**src/rtl/cb_pkg.sv**
```systemverilog
// Shared constants and width rules for the contrast/brightness pipeline.
//   CB_GAIN_FRAC : fractional bits of the per-channel gain
//   CB_DEF_GAIN  : gain loaded at reset (x1.25 with 2 fractional bits)
//   CB_DEF_OFF   : signed offset loaded at reset
//   cbSumWidth() : width of the signed shift+offset sum, including guard bits
package cb_pkg;

  localparam int unsigned CB_GAIN_FRAC = 2;
  localparam int unsigned CB_DEF_GAIN  = 5;
  localparam int          CB_DEF_OFF   = 32;

  // Wider of the scaled product and the offset, plus two guard bits so the
  // signed sum can neither wrap positive nor negative.
  function automatic int unsigned cbSumWidth(input int unsigned sclW,
                                             input int unsigned offW);
    return ((sclW > offW) ? sclW : offW) + 2;
  endfunction

endpackage

```
**src/rtl/cb_channel.sv**
```systemverilog
// One colour channel of the contrast/brightness pipeline.
//   S1: prod = pix * gain (unsigned), offset carried alongside
//   S2: sum  = (prod >> GAIN_FRAC) + sign-extended offset
//   S3: clamp to [0, 2^CH_W-1], clip flag set when either bound is hit
// Ports:
//   clk, reset_n : clock, asynchronous active-low reset
//   adv          : pipeline advance; all stages hold when low
//   pix/gain/off : channel inputs captured into S1 on adv
//   outPix/clip  : S3 result and its clip flag
module cb_channel
  import cb_pkg::*;
#(
  parameter int unsigned CH_W      = 8,
  parameter int unsigned GAIN_W    = 8,
  parameter int unsigned GAIN_FRAC = CB_GAIN_FRAC,
  parameter int unsigned OFF_W     = 9
) (
  input  logic              clk,
  input  logic              reset_n,
  input  logic              adv,
  input  logic [CH_W-1:0]   pix,
  input  logic [GAIN_W-1:0] gain,
  input  logic [OFF_W-1:0]  off,
  output logic [CH_W-1:0]   outPix,
  output logic              clip
);

  localparam int unsigned PROD_W = CH_W + GAIN_W;
  localparam int unsigned SCL_W  = PROD_W - GAIN_FRAC;
  localparam int unsigned SUM_W  = cbSumWidth(SCL_W, OFF_W);
  localparam logic signed [SUM_W-1:0] PIX_MAX = SUM_W'((1 << CH_W) - 1);

  logic [PROD_W-1:0]       prodQ;
  logic [OFF_W-1:0]        offQ;
  logic signed [SUM_W-1:0] sumQ;
  logic signed [SUM_W-1:0] sclExt;
  logic signed [SUM_W-1:0] offExt;
  logic signed [SUM_W-1:0] sumD;
  logic [CH_W-1:0]         clampD;
  logic                    clipD;

  always_comb begin
    sclExt = SUM_W'(prodQ >> GAIN_FRAC);
    offExt = SUM_W'($signed(offQ));
    sumD   = sclExt + offExt;
  end

  always_comb begin
    clampD = sumQ[CH_W-1:0];
    clipD  = 1'b0;
    if (sumQ[SUM_W-1]) begin
      clampD = '0;
      clipD  = 1'b1;
    end else if (sumQ > PIX_MAX) begin
      clampD = '1;
      clipD  = 1'b1;
    end
  end

  always_ff @(posedge clk or negedge reset_n) begin
    if (!reset_n) begin
      prodQ  <= '0;
      offQ   <= '0;
      sumQ   <= '0;
      outPix <= '0;
      clip   <= 1'b0;
    end else if (adv) begin
      prodQ  <= PROD_W'(pix) * PROD_W'(gain);
      offQ   <= off;
      sumQ   <= sumD;
      outPix <= clampD;
      clip   <= clipD;
    end
  end

endmodule

```
**src/rtl/contrast_brightness_pipe.sv**
```systemverilog
// Streaming per-channel contrast/brightness stage:
//   out = clamp((pix*gain) >> GAIN_FRAC + offset), 3-cycle latency, 1 beat/clk.
// Ports:
//   clk, reset_n         : clock, asynchronous active-low reset
//   in_valid/in_ready    : input handshake (in_ready = global advance)
//   in_sof, in_pixel     : frame-start flag and packed pixel (ch0 in MSBs)
//   out_valid/out_ready  : output handshake
//   out_sof, out_pixel   : delayed frame-start flag and adjusted pixel
//   cfg_we/gain/off      : write of the pending configuration
//   clip_count           : clipped beats in the current output frame (saturating)
module contrast_brightness_pipe
  import cb_pkg::*;
#(
  parameter int unsigned CH_W      = 8,
  parameter int unsigned NUM_CH    = 3,
  parameter int unsigned GAIN_W    = 8,
  parameter int unsigned GAIN_FRAC = CB_GAIN_FRAC,
  parameter int unsigned OFF_W     = 9
) (
  input  logic                     clk,
  input  logic                     reset_n,
  input  logic                     in_valid,
  output logic                     in_ready,
  input  logic                     in_sof,
  input  logic [NUM_CH*CH_W-1:0]   in_pixel,
  output logic                     out_valid,
  input  logic                     out_ready,
  output logic                     out_sof,
  output logic [NUM_CH*CH_W-1:0]   out_pixel,
  input  logic                     cfg_we,
  input  logic [NUM_CH*GAIN_W-1:0] cfg_gain,
  input  logic [NUM_CH*OFF_W-1:0]  cfg_off,
  output logic [15:0]              clip_count
);

  localparam logic [NUM_CH*GAIN_W-1:0] DEF_GAIN_BUS = {NUM_CH{GAIN_W'(CB_DEF_GAIN)}};
  localparam logic [NUM_CH*OFF_W-1:0]  DEF_OFF_BUS  = {NUM_CH{OFF_W'(CB_DEF_OFF)}};

  logic adv;
  logic accept;
  logic s1Valid, s2Valid, s3Valid;
  logic s1Sof, s2Sof, s3Sof;

  logic [NUM_CH*GAIN_W-1:0] pendGain, actGain, useGain;
  logic [NUM_CH*OFF_W-1:0]  pendOff, actOff, useOff;
  logic [NUM_CH-1:0]        clipVec;
  logic                     clipBeat;

  assign adv      = !s3Valid || out_ready;
  assign in_ready = adv;
  assign accept   = in_valid && adv;

  // A frame-start beat reads the pending registers directly, so it sees the
  // new frame's settings in the same cycle they are promoted to active.
  always_comb begin
    useGain = actGain;
    useOff  = actOff;
    if (in_sof) begin
      useGain = pendGain;
      useOff  = pendOff;
    end
  end

  always_ff @(posedge clk or negedge reset_n) begin
    if (!reset_n) begin
      pendGain <= DEF_GAIN_BUS;
      pendOff  <= DEF_OFF_BUS;
      actGain  <= DEF_GAIN_BUS;
      actOff   <= DEF_OFF_BUS;
    end else begin
      if (accept && in_sof) begin
        actGain <= pendGain;
        actOff  <= pendOff;
      end
      if (cfg_we) begin
        pendGain <= cfg_gain;
        pendOff  <= cfg_off;
      end
    end
  end

  always_ff @(posedge clk or negedge reset_n) begin
    if (!reset_n) begin
      s1Valid <= 1'b0;
      s2Valid <= 1'b0;
      s3Valid <= 1'b0;
      s1Sof   <= 1'b0;
      s2Sof   <= 1'b0;
      s3Sof   <= 1'b0;
    end else if (adv) begin
      s1Valid <= accept;
      s2Valid <= s1Valid;
      s3Valid <= s2Valid;
      s1Sof   <= accept && in_sof;
      s2Sof   <= s1Sof;
      s3Sof   <= s2Sof;
    end
  end

  for (genvar i = 0; i < NUM_CH; i++) begin : gCh
    localparam int unsigned SLOT = NUM_CH - 1 - i;

    cb_channel #(
      .CH_W      (CH_W),
      .GAIN_W    (GAIN_W),
      .GAIN_FRAC (GAIN_FRAC),
      .OFF_W     (OFF_W)
    ) uChannel (
      .clk     (clk),
      .reset_n (reset_n),
      .adv     (adv),
      .pix     (in_pixel[SLOT*CH_W +: CH_W]),
      .gain    (useGain[SLOT*GAIN_W +: GAIN_W]),
      .off     (useOff[SLOT*OFF_W +: OFF_W]),
      .outPix  (out_pixel[SLOT*CH_W +: CH_W]),
      .clip    (clipVec[i])
    );
  end

  assign out_valid = s3Valid;
  assign out_sof   = s3Sof;
  assign clipBeat  = |clipVec;

  always_ff @(posedge clk or negedge reset_n) begin
    if (!reset_n) begin
      clip_count <= '0;
    end else if (out_valid && out_ready) begin
      if (out_sof) begin
        clip_count <= clipBeat ? 16'd1 : 16'd0;
      end else if (clipBeat && (clip_count != '1)) begin
        clip_count <= clip_count + 16'd1;
      end
    end
  end

endmodule

```
**config.mk**
```make
export PLATFORM = sky130hd
export DESIGN_NAME = contrast_brightness_pipe
export DESIGN_NICKNAME = d
export VERILOG_FILES = /design/src/rtl/cb_pkg.sv /design/src/rtl/cb_channel.sv /design/src/rtl/contrast_brightness_pipe.sv
export SDC_FILE = /design/constraint.sdc
export NUM_CORES = 1
export LEC_CHECK = 0
export ABC_AREA = 0
export BUFFER_PORTS_ARGS = -buffer_cell sky130_fd_sc_hd__buf_2
export CORE_ASPECT_RATIO = 1.75
export CORE_MARGIN = 2
export CORE_UTILIZATION = 28
export DETAILED_ROUTE_END_ITERATION = 16
export PLACE_DENSITY = 0.49
export SYNTH_ARGS = -nofsm -noshare
export SYNTH_HDL_FRONTEND = slang
export SYNTH_SLANG_ARGS = --single-unit
```
**constraint.sdc**
```tcl
create_clock -name clk -period 5.5 [get_ports clk]
set_clock_uncertainty 0.15 [all_clocks]
set_input_delay 1.1 -clock clk [delete_from_list [all_inputs] [get_ports clk]]
set_output_delay 1.1 -clock clk [all_outputs]
set_load 0.1 [all_outputs]
```
Yosys cells after proc, flatten, opt, wreduce, memory -nomap -nowiden
Cells that the tools add are included.

Register bits after elaboration: 274. Logic and storage cells: 63. Input port bits: 81. Output and inout bits: 43.

Add/subtract/negate cells: 4. $mul: 3. Equal/unequal tests: 1. Mux-type cells: 17. Magnitude comparators: 3. Reduce and logical (&&, ||, !) cells: 9.

Operator list (count): 15-bit by 9-bit adder with 16-bit output (3); 16-bit by 9-bit greater-than comparator with 1-bit output, second input constant (3); 8-bit by 8-bit multiplier with 16-bit output (3); 8-bit two-way mux (6); 16-bit two-way mux (2); 27-bit two-way mux (1); 24-bit two-way mux (1); 16-bit by 1-bit adder with 16-bit output, second input constant (1); 16-bit != test, second input constant (1); 1-bit two-way mux (7); 1-bit logical AND (4); 3-bit OR reduction (1); 2-bit AND reduction (1); 2-bit nonzero test (1); 1-bit zero test (1); 1-bit logical OR (1).

Longest topological paths before layout
Gate-level depths: netlist of run 1.

Word-level depth: 4. Gate-level depth with buffers: 19. Mapped depth without buffers: 17.

Hierarchy
A second synthesis of run 1 with hierarchy kept.

Cell total of the unflattened synthesis: 1883. Area, all modules: 19722.7 µm².

By module, submodules not included: contrast_brightness_pipe (area each 5785.5 µm², instances 1, cells an instance 434, sequential area each 3125.5 µm²); cb_channel at gCh[2].uChannel (area each 4718.3 µm², instances 1, cells an instance 484, sequential area each 1201.2 µm²); cb_channel at gCh[0].uChannel (area each 4682.0 µm², instances 1, cells an instance 496, sequential area each 1201.2 µm²); cb_channel at gCh[1].uChannel (area each 4536.9 µm², instances 1, cells an instance 469, sequential area each 1201.2 µm²).

Least setup slack after synthesis of run 1
No wires, ideal clock.

Path type: input to register. From: input in_sof. To: register gCh[0].uChannel.prodQ[14]. Setup slack: -0.284 ns. Library setup time: 0.123 ns. Cell stages on the path: 16. Arrival time: 5.511 ns. Buffers on the path: 2. Required time: 5.227 ns. Cell sequence: buf_2 buf_2 mux2i_1 nand2b_1 fa_1 fa_1 inv_1 fa_1 inv_1 fa_1 inv_1 ha_1 or3_1 o32ai_2 o21ai_0 o221a_2.

Cells in the longest elaborated chain, start to end: 2.

RTL lines: start, declared (line contrast_brightness_pipe.sv:24) `input logic in_sof,`; 24-bit two-way mux (line contrast_brightness_pipe.sv:58) `if (in_sof) begin`; 8-bit by 8-bit multiplier with 16-bit output (line cb_channel.sv:68) `prodQ <= PROD_W'(pix) * PROD_W'(gain);`; end signal, assigned (line cb_channel.sv:68); end, declared (line cb_channel.sv:33) `logic [PROD_W-1:0] prodQ;`.

Every way passes these cells. A chain may end at the register's enable or synchronous reset.

Worst setup path in the final report of run 1
From: input in_sof. To: register gCh[0].uChannel.prodQ[15].

Same word-level chain as after synthesis.

==> results of run 1 <==
path summary, 6_finish.rpt:
kind / to / slack, ns / cells past startpoint
max in group asynchronous: actGain[11] / 3.61 / 2
min in group asynchronous: pendOff[16] / 0.37 / 1
min reg2reg: out_valid / 0.31 / 1
max reg2reg: gCh[0].uChannel.prodQ[15] / 0.78 / 15
min: out_valid / 0.31 / 1
max: gCh[0].uChannel.prodQ[15] / 0.27 / 17
per-stage QoR:
stage | setup TNS [ns] | setup slack, ns | instance area [um2] | total power [mW]
after CTS | 0 | 0.294 | 22200 | 15.1
final | 0 | 0.270 | 22200 | 14.8
after global routing | 0 | 0.0324 | 22200 | 16.4
after global placement | -3.19 | -0.254 | 21200 | 12.7
after detailed placement | -4.47 | -0.343 | 21200 | 12.8
after floorplan | -0.0243 | -0.0140 | 19000 | 10.3
placed cells by master (no fill, tap or decap), drive strengths merged, types with 6 or more instances in the layout:
master,instances
nor3,10
o31ai,34
ha,151
a21oi,89
nand3,10
clkbuf,38
xor2,41
dfrtp,250
o211ai,9
nor2b,105
mux2i,44
xnor2,33
nand2b,27
nand4,6
fa,111
a211oi,18
mux2,111
nor2,118
buf,212
nand2,185
dfstp,18
nor4,7
inv,183
o21ai,99
o21a,18
and2,42
clkinv,7
a21o,20
a31oi,10
final cells by class:
class	instances	area, um2	share of cell area
antenna	2	5.00	0.000225
clock buffer	38	800	0.0360
clock inverter	16	218	0.00980
inverter	180	678	0.0305
multi-input combinational	1359	11300	0.510
sequential	268	6730	0.303
tap	896	1120	0.0505
timing repair buffer	212	1330	0.0600
logic make-up after synthesis:
family,count (synthesis)
xor gates and xnor gates,74
muxes,155
DFF,268
buffers and inverters,237
AOI/OAI and AO/OA,341
adders and majority gates,262
and+or+nand+nor,527
where the power goes:
part           switching (mW)  internal [mW]
Combinational            5.26           4.21
Sequential              0.480           2.76
Clock                   0.881           1.22
Total                    6.62           8.19
sequential cells by signal (all words and copies together) (netlist names), 3 cells and up:
name                 flops
gCh.uChannel.sumQ       48
gCh.uChannel.outPix     24
gCh.uChannel.clip        3
actOff                  27
pendOff                 27
gCh.uChannel.offQ       27
clip_count              16
gCh.uChannel.prodQ      42
actGain                 24
pendGain                24
per-layer routing:
layer,share of wire,vias up
met5,0.0010,-
met4,0.022,6
met3,0.030,56
met2,0.50,149
met1,0.44,6489
li1,-,6657
==> impl_metrics.prom, run 1 <==
# TYPE chip_impl_metric gauge
chip_impl_info{name="run_status",value="finished, final reports clean"} 1
chip_impl_metric{name="time_the_worst_path_needs_with_i_o_delays_and_setup",unit="ns"} 5.23
chip_impl_metric{name="grt_antenna_before_repair",unit=""} 4
chip_impl_metric{name="dr.pass1.iters",unit=""} 6
chip_impl_info{name="type_of_origin_of_the_critical_path",value="input pin"} 1
chip_impl_metric{name="drive_gt1_frac",unit=""} 0.202
chip_impl_metric{name="grt_use_total",unit=""} 0.126
chip_impl_metric{name="rows",unit=""} 126
chip_impl_metric{name="clock.fmax",unit="MHz"} 191
chip_impl_metric{name="critPathMaxFanout",unit=""} 14
chip_impl_metric{name="clock_tree.htree_level_count",unit=""} 1
chip_impl_metric{name="critPathRequiredTime",unit="ns"} 5.85
chip_impl_metric{name="max_slew_vio_count",unit=""} 0
chip_impl_metric{name="grt_pass1_wl",unit="um"} 72700
chip_impl_metric{name="vias_in_the_first_global_route",unit=""} 14123
chip_impl_metric{name="avgSynthCellArea",unit="um2"} 10.1
chip_impl_metric{name="hold_slack",unit="ns"} 0.309
chip_impl_metric{name="grt_start_max_net_pins",unit=""} 179
chip_impl_metric{name="synthXorXnorAreaFrac",unit=""} 0.0343
chip_impl_info{name="yosysTopAreaCell",value="dfrtp_1"} 1
chip_impl_metric{name="final.fill_count",unit=""} 7081
chip_impl_metric{name="synth_compound_gate_area_share",unit=""} 0.117
chip_impl_info{name="cts_root_buf",value="clkbuf_16"} 1
chip_impl_metric{name="synth_warnings",unit=""} 0
chip_impl_metric{name="count_of_endpoints_failing_setup_in_the_final_report",unit=""} 0
chip_impl_metric{name="netlist-cell-type-count",unit=""} 73
chip_impl_metric{name="synth-edff-count",unit=""} 0
chip_impl_info{name="timing.critical_path.cells",value="buf_4 -> buf_12 -> mux2_4 -> nand2_1 -> fa_1 -> fa_1 -> inv_1 -> fa_1 -> inv_1 -> fa_1 -> inv_1 -> ha_1 -> or3_4 -> o2111ai_1 -> a21boi_1 -> o2111ai_1 -> nor3b_1"} 1
chip_impl_metric{name="routed_via_density",unit=""} 4.50
chip_impl_metric{name="cts.clk_slew.worst_paths",unit="ns"} 0.06
chip_impl_metric{name="synth_fp_nets",unit=""} 2207
chip_impl_metric{name="cell_area_power_density",unit="mW/mm2"} 667
chip_impl_metric{name="worst_slew_pin_slew",unit="ns"} 1.00
chip_impl_metric{name="final-instance-count-excl-fill",unit=""} 2971
chip_impl_metric{name="async_flop_share",unit=""} 1.00
chip_impl_info{name="synth_top_family_by_area",value="adder cells"} 1
chip_impl_metric{name="critical-path-max-stage-delay",unit="ns"} 0.57
chip_impl_metric{name="leakagePower",unit="nW"} 10.3
chip_impl_metric{name="detailedRoute.firstIterationViolations",unit=""} 418
chip_impl_info{name="netlist_top_cells_count",value="dfrtp_1, nand2_1, inv_1, ha_1, nor2_1"} 1
chip_impl_metric{name="place.detailed.hpwl",unit="um"} 33600
chip_impl_metric{name="grt_remaining_overflow",unit=""} 0
chip_impl_metric{name="syn-cell-area",unit="mm2"} 0.0189
chip_impl_metric{name="number_of_failing_hold_endpoints_at_the_final_stage",unit=""} 0
chip_impl_metric{name="dieHeight",unit="um"} 348
chip_impl_info{name="min_delay_path_class",value="flop to flop"} 1
chip_impl_info{name="hp-start",value="s2Valid"} 1
chip_impl_info{name="critical_path_class",value="input pin to flop"} 1
chip_impl_metric{name="die_area",unit="mm2"} 0.0697
chip_impl_metric{name="global_route.usage.met2",unit=""} 0.233
chip_impl_metric{name="vdd_drop_max",unit="V"} 0.000307
chip_impl_metric{name="coreArea",unit="mm2"} 0.0672
chip_impl_metric{name="max-slew-margin-rel",unit=""} 0.330
chip_impl_metric{name="antenna_violating_nets_post_route",unit=""} 0
chip_impl_metric{name="layout.nets",unit=""} 2393
chip_impl_metric{name="area_growth",unit="%"} 17.5
chip_impl_metric{name="synth_seq_area_share",unit=""} 0.356
chip_impl_metric{name="post_cts.repair.setup_buffers",unit=""} 0
chip_impl_metric{name="critPathArrivalTime",unit="ns"} 5.58
chip_impl_metric{name="cts_sinks",unit=""} 268
chip_impl_metric{name="layout_worst_path_cycle_share",unit=""} 0.951
chip_impl_info{name="setup.worst_path.start",value="in_sof"} 1
chip_impl_metric{name="numCtsBuffers",unit=""} 29
chip_impl_metric{name="synth_top_area_frac",unit=""} 0.331
chip_impl_info{name="yosys.cell_count.top_type",value="dfrtp_1"} 1
chip_impl_info{name="worst_path_max_delay_cell",value="fa_1"} 1
chip_impl_metric{name="postCtsResizedCells",unit=""} 0
chip_impl_metric{name="vias",unit=""} 13357
chip_impl_info{name="cts_tree",value="built"} 1
chip_impl_metric{name="finalWeightedCongestion",unit=""} 0.825
chip_impl_info{name="most_area_consuming_cells_after_synthesis",value="dfrtp_1, fa_1, ha_1, mux2_2, nand2_1"} 1
chip_impl_metric{name="detail_route.wirelength",unit="um"} 43400
chip_impl_metric{name="yosys.area_share.adder",unit=""} 0.217
chip_impl_metric{name="ctsLongestPathBuffers",unit=""} 3
chip_impl_metric{name="synth_seq_cells",unit=""} 268
chip_impl_metric{name="io_buffers",unit=""} 123
chip_impl_metric{name="syn_inst",unit=""} 1864
chip_impl_info{name="unrepaired_setup_endpoints_after_global_routing",value="false"} 1
chip_impl_metric{name="wl_per_cell",unit="um"} 14.6
chip_impl_metric{name="clkLatencyLatePin",unit="ns"} 0.60
chip_impl_metric{name="fp.dieW",unit="um"} 200
chip_impl_info{name="reg2reg_from",value="pendGain[21]"} 1
chip_impl_metric{name="synth_mux_area_frac",unit=""} 0.0894
chip_impl_metric{name="post-route-drc-count",unit=""} 0
chip_impl_info{name="busiest_layer",value="met2"} 1
chip_impl_metric{name="finish.utilization",unit=""} 0.331
chip_impl_info{name="yosys_most_used_dff",value="dfrtp_1"} 1
chip_impl_metric{name="max_cap_violations",unit=""} 0
chip_impl_metric{name="post_synthesis_simple_gate_area_fraction",unit=""} 0.136
chip_impl_metric{name="i_o_pins",unit=""} 124
chip_impl_metric{name="initial_core_util",unit=""} 0.281
chip_impl_metric{name="timing.critical_path.buf_inv",unit=""} 5
chip_impl_info{name="worstSetupEndpointType",value="flop"} 1
chip_impl_info{name="cp_common_cell",value="fa_1"} 1
chip_impl_metric{name="gr-usage-met1",unit=""} 0.152
chip_impl_metric{name="groute.layer.met3.usage",unit=""} 0.0166
chip_impl_info{name="critical-path-top-delay-family",value="adder cells"} 1
chip_impl_metric{name="ctsHoldBuffers",unit=""} 0
chip_impl_metric{name="numPlacedInstances",unit=""} 2915
No activity file was read; power rests on OpenSTA's default activity.
==> run 2, diff against run 1 <==
--- a/config.mk
+++ b/config.mk
@@ -12,6 +12,7 @@
 export CORE_UTILIZATION = 28
 export DETAILED_ROUTE_END_ITERATION = 16
 export PLACE_DENSITY = 0.49
+export RECOVER_POWER = 25
 export SYNTH_ARGS = -nofsm -noshare
 export SYNTH_HDL_FRONTEND = slang
 export SYNTH_SLANG_ARGS = --single-unit
==> run 2 against run 1 <==
  * The flow now finishes with violations (max-capacitance violations, max-slew violations)
  * Worst setup slack better by 0.0010 ns
  * Clock-buffer cell count unchanged
  * Register-to-register slack about the same
  * Combinational power about the same
  * Total power down 0.11%
  * Worst hold slack about the same
  * Critical path depth up 1
  * Final area down 0.25%
  * Non-clock buffer count unchanged
  * Sequential share of layout area up 0.075 points
==> impl_metrics.prom, run 2 (synthesis results as in run 1) <==
# TYPE chip_impl_metric gauge
chip_impl_info{name="run_status",value="complete, but fails checks"} 1
chip_impl_info{name="violations_in_the_final_reports",value="max-capacitance violations, max-slew violations"} 1
chip_impl_metric{name="layout.nets",unit=""} 2393
chip_impl_metric{name="finalWeightedCongestion",unit=""} 0.825
chip_impl_metric{name="postPlaceCellArea",unit="mm2"} 0.0212
chip_impl_metric{name="place.detailed.hpwl",unit="um"} 33600
chip_impl_info{name="min_delay_path_class",value="flop to flop"} 1
chip_impl_metric{name="layout_worst_path_cycle_share",unit=""} 0.951
chip_impl_info{name="largest_register",value="gCh.uChannel.sumQ"} 1
chip_impl_metric{name="post-route-drc-count",unit=""} 0
chip_impl_metric{name="ctsHoldBuffers",unit=""} 0
chip_impl_metric{name="grt_pass1_wl",unit="um"} 72700
chip_impl_metric{name="number_of_failing_hold_endpoints_at_the_final_stage",unit=""} 0
chip_impl_metric{name="wl_per_cell",unit="um"} 14.6
chip_impl_metric{name="critPathMaxFanout",unit=""} 14
chip_impl_metric{name="cts_sinks",unit=""} 268
chip_impl_metric{name="postCtsResizedCells",unit=""} 0
chip_impl_info{name="cts_tree",value="built"} 1
chip_impl_metric{name="finalSetupTns",unit="ns"} 0
chip_impl_metric{name="grt_antenna_before_repair",unit=""} 4
chip_impl_metric{name="sw_frac_of_total",unit=""} 0.446
chip_impl_metric{name="cts.clk_slew.worst_paths",unit="ns"} 0.06
chip_impl_metric{name="area_growth",unit="%"} 17.2
chip_impl_metric{name="ctsLongestPathBuffers",unit=""} 3
chip_impl_metric{name="power_switching",unit="mW"} 6.61
chip_impl_metric{name="intPower",unit="mW"} 8.19
chip_impl_metric{name="worst_slew_pin_slew",unit="ns"} 2.57
chip_impl_metric{name="power.combinational.fraction",unit=""} 0.639
chip_impl_metric{name="detailedRoute.firstIterationViolations",unit=""} 456
chip_impl_metric{name="die_area",unit="mm2"} 0.0697
chip_impl_metric{name="flip_flop_count_of_the_largest_register_after_layout",unit=""} 48
chip_impl_metric{name="io_buffers",unit=""} 123
chip_impl_metric{name="routed_via_density",unit=""} 4.49
chip_impl_metric{name="power",unit="mW"} 14.8
chip_impl_info{name="unrepaired_setup_endpoints_after_global_routing",value="false"} 1
chip_impl_metric{name="final_area",unit="mm2"} 0.0222
chip_impl_metric{name="grt_start_max_net_pins",unit=""} 179
chip_impl_metric{name="time_the_worst_path_needs_with_i_o_delays_and_setup",unit="ns"} 5.23
chip_impl_metric{name="detail_route.wirelength",unit="um"} 43300
chip_impl_info{name="largest_registers",value="gCh.uChannel.sumQ: 48 flops, gCh.uChannel.prodQ: 42 flops"} 1
chip_impl_metric{name="max-slew-margin-rel",unit=""} -0.715
chip_impl_metric{name="vdd_drop_max",unit="V"} 0.000307
chip_impl_metric{name="i_o_pins",unit=""} 124
chip_impl_metric{name="cell_area_power_density",unit="mW/mm2"} 668
chip_impl_metric{name="antenna_violating_nets_post_route",unit=""} 0
chip_impl_info{name="type_of_origin_of_the_critical_path",value="input pin"} 1
chip_impl_metric{name="clkLatencyLatePin",unit="ns"} 0.60
chip_impl_metric{name="max_slew_vio_count",unit=""} 267
chip_impl_info{name="worstSetupEndpointType",value="flop"} 1
chip_impl_metric{name="leakagePower",unit="nW"} 10.3
chip_impl_metric{name="critPathRequiredTime",unit="ns"} 5.79
chip_impl_metric{name="drive_gt1_frac",unit=""} 0.199
chip_impl_metric{name="max_cap_violations",unit=""} 3
chip_impl_info{name="mostFrequentLayoutCells",value="dfrtp_1, nand2_1, inv_1, ha_1, buf_2"} 1
chip_impl_metric{name="vias",unit=""} 13335
chip_impl_metric{name="numCtsBuffers",unit=""} 29
chip_impl_metric{name="clock.fmax",unit="MHz"} 191
chip_impl_info{name="final_common_cell",value="dfrtp_1"} 1
chip_impl_metric{name="grt_use_total",unit=""} 0.126
chip_impl_metric{name="rows",unit=""} 126
chip_impl_metric{name="coreArea",unit="mm2"} 0.0672
chip_impl_info{name="cts_root_buf",value="clkbuf_16"} 1
chip_impl_metric{name="count_of_endpoints_failing_setup_in_the_final_report",unit=""} 0
chip_impl_metric{name="post_cts.repair.setup_buffers",unit=""} 0
chip_impl_metric{name="dieHeight",unit="um"} 348
chip_impl_metric{name="fp.dieW",unit="um"} 200
chip_impl_metric{name="share_of_total_power_in_the_clock_network",unit=""} 0.142
chip_impl_metric{name="vias_in_the_first_global_route",unit=""} 14123
chip_impl_metric{name="dr.pass1.iters",unit=""} 6
chip_impl_metric{name="grt_remaining_overflow",unit=""} 0
chip_impl_metric{name="sequentialPowerShare",unit=""} 0.219
chip_impl_metric{name="clock_tree.htree_level_count",unit=""} 1
chip_impl_info{name="critical_path_class",value="input pin to flop"} 1
chip_impl_metric{name="critPathArrivalTime",unit="ns"} 5.52
chip_impl_metric{name="initial_core_util",unit=""} 0.281
-- run 2: worst max-delay path, cell delays in order --
cell and delay [ns]:
buf_4 0.15, buf_12 0.18, buf_4 0.15, mux2i_2 0.40, nor2b_1 0.13, fa_1 0.52, fa_1 0.50, fa_1 0.49
inv_1 0.05, fa_1 0.47, inv_1 0.04, ha_1 0.30, o21a_1 0.19, o21a_1 0.17, o22ai_1 0.27, o21ai_0 0.15
xnor2_1 0.16, a21oi_1 0.08
-- run 2: final cells by class --
cell class,instances,area [um2]
antenna,2,5.00
clock buffer,38,800
clock inverter,16,218
fill,7092,45000
inverter,180,677
multi-input combinational,1359,11300
sequential,268,6730
tap,896,1120
timing repair buffer,212,1310
-- run 2: power groups by stage --
stage	clock (mW)	combinational, mW	sequential (mW)
finish	2.10	9.45	3.25
global placement	0	9.42	3.27
global route	2.27	10.8	3.36
CTS	2.20	9.62	3.26
floorplan	0	6.33	3.95
detailed placement	0	9.54	3.30
-- run 2: worst paths after layout --
| kind | slack [ns] | cells past startpoint | start | endpoint |
|---|---|---|---|---|
| setup reg to reg | 0.78 | 15 | pendGain[21] | gCh[0].uChannel.prodQ[15] |
| setup / recovery | 0.27 | 18 | in_sof | gCh[2].uChannel.prodQ[13] |
| max in group asynchronous | 1.16 | 2 | reset_n | pendOff[24] |
| min in group asynchronous | 1.11 | 1 | reset_n | pendOff[16] |
| hold reg to reg | 0.31 | 1 | s2Valid | out_valid |
| hold / removal | 0.31 | 1 | s2Valid | out_valid |
-- run 2: routing by layer --
layer / track usage / part of all wire / vias up
li1: - / - / 6657
met1: 0.152 / 0.44 / 6467
met2: 0.233 / 0.51 / 149
met3: 0.0166 / 0.030 / 56
met4: 0.0367 / 0.022 / 6
met5: 0 / 0.0010 / -
-- run 2: stage by stage --
step / hold slack (ns) / util / cells / setup WS, ns
floorplan: 0.280 / - / 1864 / -0.0140
global placement: 0.298 / 0.316 / 2915 / -0.254
detailed placement: 0.301 / 0.316 / 2915 / -0.343
CTS: 0.316 / 0.331 / 2969 / 0.294
global route: 0.344 / 0.330 / 2970 / 0.0324
finish: 0.309 / 0.330 / 2971 / 0.271
